### src/rtl/div.sv
// 32-bit iterative divider, signed (DIV) and unsigned (DIVU).
// result_o = {remainder, quotient}. One restoring step per cycle,
// 32 steps, then sign fix-up. Divide-by-zero yields an all-zero result.
module div (
  input  logic        clk,
  input  logic        rst,
  input  logic        signed_div_i,
  input  logic [31:0] opdata1_i,
  input  logic [31:0] opdata2_i,
  input  logic        start_i,
  input  logic        annul_i,
  output logic [63:0] result_o,
  output logic        ready_o
);

  typedef enum logic [1:0] {
    FREE   = 2'b00,
    BYZERO = 2'b01,
    ON     = 2'b10,
    END    = 2'b11
  } state_t;

  state_t      state;
  logic [5:0]  cnt;
  logic [31:0] rem;
  logic [31:0] quo;
  logic [31:0] dvsr;
  logic        neg_q;
  logic        neg_r;

  logic [31:0] op1_abs;
  logic [31:0] op2_abs;
  logic [32:0] partial;
  logic [32:0] diff;
  logic [31:0] rem_nxt;
  logic [31:0] quo_nxt;
  logic [31:0] q_fix;
  logic [31:0] r_fix;

  // Operand magnitudes; 0x80000000 maps onto itself and is read as 2^31.
  always_comb begin
    op1_abs = opdata1_i;
    op2_abs = opdata2_i;
    if (signed_div_i && opdata1_i[31]) op1_abs = ~opdata1_i + 32'd1;
    if (signed_div_i && opdata2_i[31]) op2_abs = ~opdata2_i + 32'd1;
  end

  // One restoring step: quo doubles as the dividend shift register, so the
  // next dividend bit enters the remainder from quo[31] while the new
  // quotient bit enters quo from the bottom.
  always_comb begin
    partial = {rem, quo[31]};
    diff    = partial - {1'b0, dvsr};
    rem_nxt = diff[32] ? partial[31:0] : diff[31:0];
    quo_nxt = {quo[30:0], ~diff[32]};
  end

  // Sign fix-up applied when the 32 steps are done.
  always_comb begin
    q_fix = neg_q ? (~quo + 32'd1) : quo;
    r_fix = neg_r ? (~rem + 32'd1) : rem;
  end

  // Control FSM and datapath registers.
  always_ff @(posedge clk) begin
    if (rst) begin
      state    <= FREE;
      cnt      <= '0;
      rem      <= '0;
      quo      <= '0;
      dvsr     <= '0;
      neg_q    <= 1'b0;
      neg_r    <= 1'b0;
      ready_o  <= 1'b0;
      result_o <= '0;
    end else begin
      case (state)
        FREE: begin
          ready_o  <= 1'b0;
          result_o <= '0;
          if (start_i && !annul_i) begin
            if (opdata2_i == 32'd0) begin
              state <= BYZERO;
            end else begin
              state <= ON;
              cnt   <= '0;
              rem   <= '0;
              quo   <= op1_abs;
              dvsr  <= op2_abs;
              neg_q <= signed_div_i & (opdata1_i[31] ^ opdata2_i[31]);
              neg_r <= signed_div_i & opdata1_i[31];
            end
          end
        end
        BYZERO: begin
          result_o <= '0;
          ready_o  <= 1'b1;
          state    <= END;
        end
        ON: begin
          if (annul_i) begin
            state    <= FREE;
            cnt      <= '0;
            ready_o  <= 1'b0;
            result_o <= '0;
          end else if (cnt != 6'd32) begin
            rem <= rem_nxt;
            quo <= quo_nxt;
            cnt <= cnt + 6'd1;
          end else begin
            result_o <= {r_fix, q_fix};
            ready_o  <= 1'b1;
            state    <= END;
          end
        end
        END: begin
          if (!start_i) begin
            state    <= FREE;
            ready_o  <= 1'b0;
            result_o <= '0;
          end
        end
        default: begin
          state    <= FREE;
          ready_o  <= 1'b0;
          result_o <= '0;
        end
      endcase
    end
  end

endmodule

### config.mk
export PLATFORM = sky130hd
export DESIGN_NAME = div
export DESIGN_NICKNAME = d
export VERILOG_FILES = /design/src/rtl/div.sv
export SDC_FILE = /design/constraint.sdc
export NUM_CORES = 1
export LEC_CHECK = 0
export CAP_MARGIN = 10
export CORE_MARGIN = 2
export CORE_UTILIZATION = 56
export DETAILED_ROUTE_END_ITERATION = 10
export PLACE_DENSITY = 0.77
export RECOVER_POWER = 50
export SLEW_MARGIN = 20
export SYNTH_ARGS = -nofsm -noshare
export SYNTH_HDL_FRONTEND = slang
export SYNTH_SLANG_ARGS = --single-unit
### constraint.sdc
create_clock -name clk -period 4.3 [get_ports clk]
set_clock_uncertainty 0.15 [all_clocks]
set_input_delay 0.86 -clock clk [delete_from_list [all_inputs] [get_ports clk]]
set_output_delay 0.86 -clock clk [all_outputs]
set_load 0.02 [all_outputs]
# After elaboration in Yosys (flattened, before gate mapping)
# Cells that the tools add are included.
# W data, S select, Z words.
[classes]
bitwise = 9
add_sub_neg = 6
mux = 34
eq_ne = 11
reduce_logical = 13
[ops]
columns = ["cell", "count"]
rows = [
  ["$mux W32", 13],
  ["$mux W64", 3],
  ["$pmux W64 S3", 1],
  ["$add A32 B1 Y32 const B", 4],
  ["$not A32 Y32", 4],
  ["$pmux W32 S2", 2],
  ["$sub A33 B32 Y33", 1],
  ["$logic_not A32 Y1", 1],
  ["$mux W6", 4],
  ["$pmux W6 S2", 1],
  ["$mux W2", 5],
  ["$ne A2 B2 Y1 const B", 5],
  ["$pmux W2 S4", 1],
  ["$add A6 B1 Y6 const B", 1],
  ["$ne A3 B3 Y1 const B", 2],
  ["$ne A6 B6 Y1 const B", 1],
  ["$reduce_and A3 Y1", 2],
  ["$reduce_and A5 Y1", 1],
  ["$eq A2 B2 Y1 const B", 2],
  ["$pmux W1 S4", 1],
  ["$reduce_and A4 Y1", 1],
  ["$logic_and A1 B1 Y1", 3],
  ["$mux W1", 3],
  ["$and A1 B1 Y1", 2],
  ["other kinds (8)", 9],
]
[word_totals]
elab_cells = 82
ff_bits = 171
output_inout_bits = 65
input_bits = 69

# Logic depth before layout (Yosys ltp)
[logic_depth]
ltp_word = 6
depth_mapped = 13

# Worst setup path after synthesis
# No wires, ideal clock.
[synth_timing]
path_kind = "input -> register"
from = "input opdata1_i[8]"
to = "register quo[29]"
path_buffers = 0
t_arrival_ps = 2804
path_slack_ps = 1214
setup_ps = 132
cell_stages = 9
path_cell_list = "or4_4 -> or4_4 -> nor3_4 -> nand3_1 -> o31ai_2 -> xor2_1 -> o21ai_1 -> nand2_1 -> a21oi_1"
[synth_via]
elab_chain_len = 6
[synth_rtl]
columns = ["element", "line", "rtl"]
rows = [
  ["start, declared", "8", "input logic [31:0] opdata1_i,"],
  ["$not A32 Y32", "44", "if (signed_div_i && opdata1_i[31]) op1_abs = ~opdata1_i + 32'd1;"],
  ["$add A32 B1 Y32", "44", ""],
  ["$mux W32", "44", ""],
  ["$mux W32", "82", "if (opdata2_i == 32'd0) begin"],
  ["$mux W32", "81", "if (start_i && !annul_i) begin"],
  ["$pmux W32 S2", "77", "case (state)"],
  ["end signal, assigned", "88", "quo <= op1_abs;"],
  ["end signal, assigned", "108", "quo <= quo_nxt;"],
  ["end, declared", "26", "logic [31:0] quo;"],
]
# No other way between the ends. The select of a mux whose other input is x is not followed.
# A chain may end at the register's enable or synchronous reset.

# Worst setup path in the final report
[layout_timing]
from = "register quo[31]"
to = "register rem[22]"
[layout_via]
elab_chain_len = 5
[layout_rtl]
columns = ["element", "line", "rtl"]
rows = [
  ["$sub A33 B32 Y33", "53", "diff = partial - {1'b0, dvsr};"],
  ["$mux W32", "54", "rem_nxt = diff[32] ? partial[31:0] : diff[31:0];"],
  ["$mux W32", "106", "end else if (cnt != 6'd32) begin"],
  ["$mux W32", "101", "if (annul_i) begin"],
  ["$pmux W32 S2", "77", ""],
  ["end signal, assigned", "107", "rem <= rem_nxt;"],
  ["end, declared", "25", "logic [31:0] rem;"],
]
# No other way between the ends. The select of a mux whose other input is x is not followed.

==> results.cfg <==
[min_path]
worstHoldPathCells = 2
hold_class = flop to flop
hold_path_end = result_o[62]
hold_start = result_o[62]

[sta]
hold_viol_final = 0
fin_crit_ps = 3650
rsz0062_at_grt = no
slew_headroom = 0.367
drv_slew = 0
max_freq_mhz = 274
finalSetupTns_ps = 0
layout_setup_ws_ps = 651
min_period_over_period = 0.849
worstMarginPinSlew_ps = 950
setup_viol = 0

[critical_path]
r2r_slack_ps = 650
r2r_end = rem[22]
cp.required_ps = 4540
startpoint_type = flop
r2r-start = quo[31]
r2r_cells = 12
crit_path_start = quo[31]
cp_max_fo = 28
cp_data_arrival_time_ps = 3890
crit_type = flop to flop
end_kind = flop

[synthesis]
syn_area_per_cell_um2 = 7.77
synth_simple_gate_area_share = 0.212
synth_edf_count = 0
syn_inst = 1419
synth_top_family_by_area = compound AO/OA/AOI/OAI gates
ys_types = 72
syn_area_um2 = 11000
synth_xor_area_frac = 0.119
syn_nets = 1531
synth_compound_area_frac = 0.242
yosysSeqAreaShare = 0.310
synth_mux_area_frac = 0.0182
synthAdderAreaFrac = 0.0495
synth_flop_cell = dfxtp_1
ys_async_sr_fraction = 0
ys_warn_count = 0
ys_ff_latch = 171

[cells_and_area]
multi_input_area_um2 = 7090
design_area_um2 = 13100
fin_util = 0.674
drive_gt1_frac = 0.0580
nFillCells = 1698
syn_to_final_growth_pct = 18.5
layout_common_cells = nand2_1 (195), dfxtp_1 (170), nor2_1 (141), o21ai_0 (121), a21oi_1 (95)
num_antenna_cells = 0
fin_nets = 1616
final-seq-area_um2 = 3420
layout.cells.most_common = nand2_1

[drt]
top_layer_used = met4
post_drt_wl_per_cell_um = 16.9
drc_errors = 0
routed-wl-met2_um = 12500
drt-met1-wl_um = 14800
drtPass1Iterations = 5
ant_nets = 0
wl_met3_um = 2250
viasPerCell = 5.86
drt_wl_total_um = 30000
vias = 10400
drt_iter0_drc = 936

[global_routing]
grt_max_degree = 68
antenna_found_initial = 0
grt_pass1_wl_um = 47600
gr-total-overflow = 0
grt_pass1_vias = 9065
grtUsageTotal = 0.290

[pwr]
p_leak_nw = 5.07
p_per_area_nw_per_um2 = 405
p_int_w = 0.00326
power_frac_comb = 0.353
clkPwrFrac = 0.286
seqPwrFrac = 0.360
total_power_w = 0.00529
switchingPower_w = 0.00203
swShare = 0.384
irDropWorstVdd_uv = 305

[clock_network]
ctsResizeCount = 0
cts_tree = built
clock_sinks = 171
root_buffer = clkbuf_16
clock_latency_ps = 440
cts-htree-levels = 4
cts_setup_buffers = 0
numCtsBuffers = 17
clk_path_buf_depth = 2
path_clk_slew_ps = 70
cts_hold_buffers = 0

[place]
dpl.hpwl_um = 22900
port_buffers = 133
gp_congestion = 0.949
placedInstanceArea_um2 = 12500
post-place-ws_ps = 389

[floorplan]
boundaryPins = 134
design.die.area_um2 = 20800
die_w_um = 144
start_util = 0.568
core_um2 = 19400
die_h_um = 144
rows = 51

[run_status]
status = complete, no violations

[flow_run]
drv_cap = 0
==> worst max-delay path, cell delays in order (launching register included) <==
cell	delay, ps
dfxtp_1	330
inv_1	90
ha_1	230
fa_1	400
nor2b_1	180
o2111ai_1	150
and3_1	240
o41ai_1	390
a41oi_1	330
xnor2_4	390
buf_12	240
nor2b_1	300
a221o_1	190
==> per-stage QoR <==
step           std cells  hold slack (ps)
3_5_place_dp        1750              295
2_1_floorplan       1419              300
3_3_place_gp        1750              285
6_report            1782              300
4_1_cts             1782              310
5_1_grt             1782              334
==> synth_stat cells (all sizes together), types with 2 or more instances <==
master	number	share of area
a211oi	32	0.022
o211ai	2	0.0014
and3	9	0.0051
o31ai	26	0.019
o41a	2	0.0020
nor3b	6	0.0041
and2	9	0.0051
inv	52	0.018
nand2b	21	0.013
a221o	5	0.0045
a21oi	98	0.045
a21o	13	0.0088
dfxtp	171	0.31
a22o	4	0.0032
o21bai	5	0.0034
o2111ai	2	0.0016
a311oi	5	0.0040
a31oi	11	0.0062
nor4	11	0.0095
o21a	4	0.0027
buf	14	0.0085
a22oi	47	0.032
xor2	69	0.055
nand4	12	0.0068
nor2	143	0.049
nand2	196	0.067
nor3	21	0.014
o21ai	128	0.058
nand3	19	0.0091
nand3b	4	0.0027
or3	10	0.0061
xnor2	80	0.064
ha	42	0.048
a221oi	2	0.0022
or2	3	0.0017
nor2b	6	0.0034
or4	15	0.013
o41ai	21	0.020
mux2i	20	0.018
clkbuf	68	0.023
==> state kept, by name, summed over array words and instances (netlist names) <==
register	cells
state	2
neg_r	1
rem	32
result_o	64
quo	32
neg_q	1
ready_o	1
cnt	6
dvsr	32
==> kinds of logic (layout without fill, tap and decap cells) <==
family | after synthesis | count (layout)
fa+ha+maj | 43 | 43
buf+inv | 134 | 232
compound gates | 414 | 414
xor+xnor | 149 | 149
simple gates | 488 | 488
mux | 20 | 20
flops | 171 | 171
==> worst max path at each step <==
stage | to | slack, ps | cells past startpoint
floorplan | quo[29] | 1210 | 9
global placement | rem[25] | 490 | 10
detailed placement | rem[25] | 390 | 10
CTS | rem[20] | 670 | 12
global route | rem[28] | 360 | 12
finish | rem[22] | 650 | 12
==> power groups by stage <==
stage,sequential [W],combinational [W],clock [W]
finish,0.00191,0.00187,0.00151
global route,0.00192,0.00206,0.00160
CTS,0.00189,0.00184,0.00153
detailed placement,0.00193,0.00183,0
global placement,0.00192,0.00182,0
floorplan,0.00185,0.00143,0
==> layout make-up <==
type / instances / share of cell area
multi-input cells: 1114 / 0.542
flip-flops and latches: 171 / 0.262
repair buffers: 148 / 0.112
clock buffers: 19 / 0.0339
well taps: 265 / 0.0254
inverters: 52 / 0.0149
clock inverters: 13 / 0.00995
==> per-layer routing <==
| metal | track usage | vias to the layer above |
|---|---|---|
| met5 | 0 | - |
| li1 | - | 5207 |
| met2 | 0.421 | 374 |
| met4 | 0.0848 | 0 |
| met3 | 0.0434 | 32 |
| met1 | 0.443 | 4825 |
(Power assumes the default switching activity.)
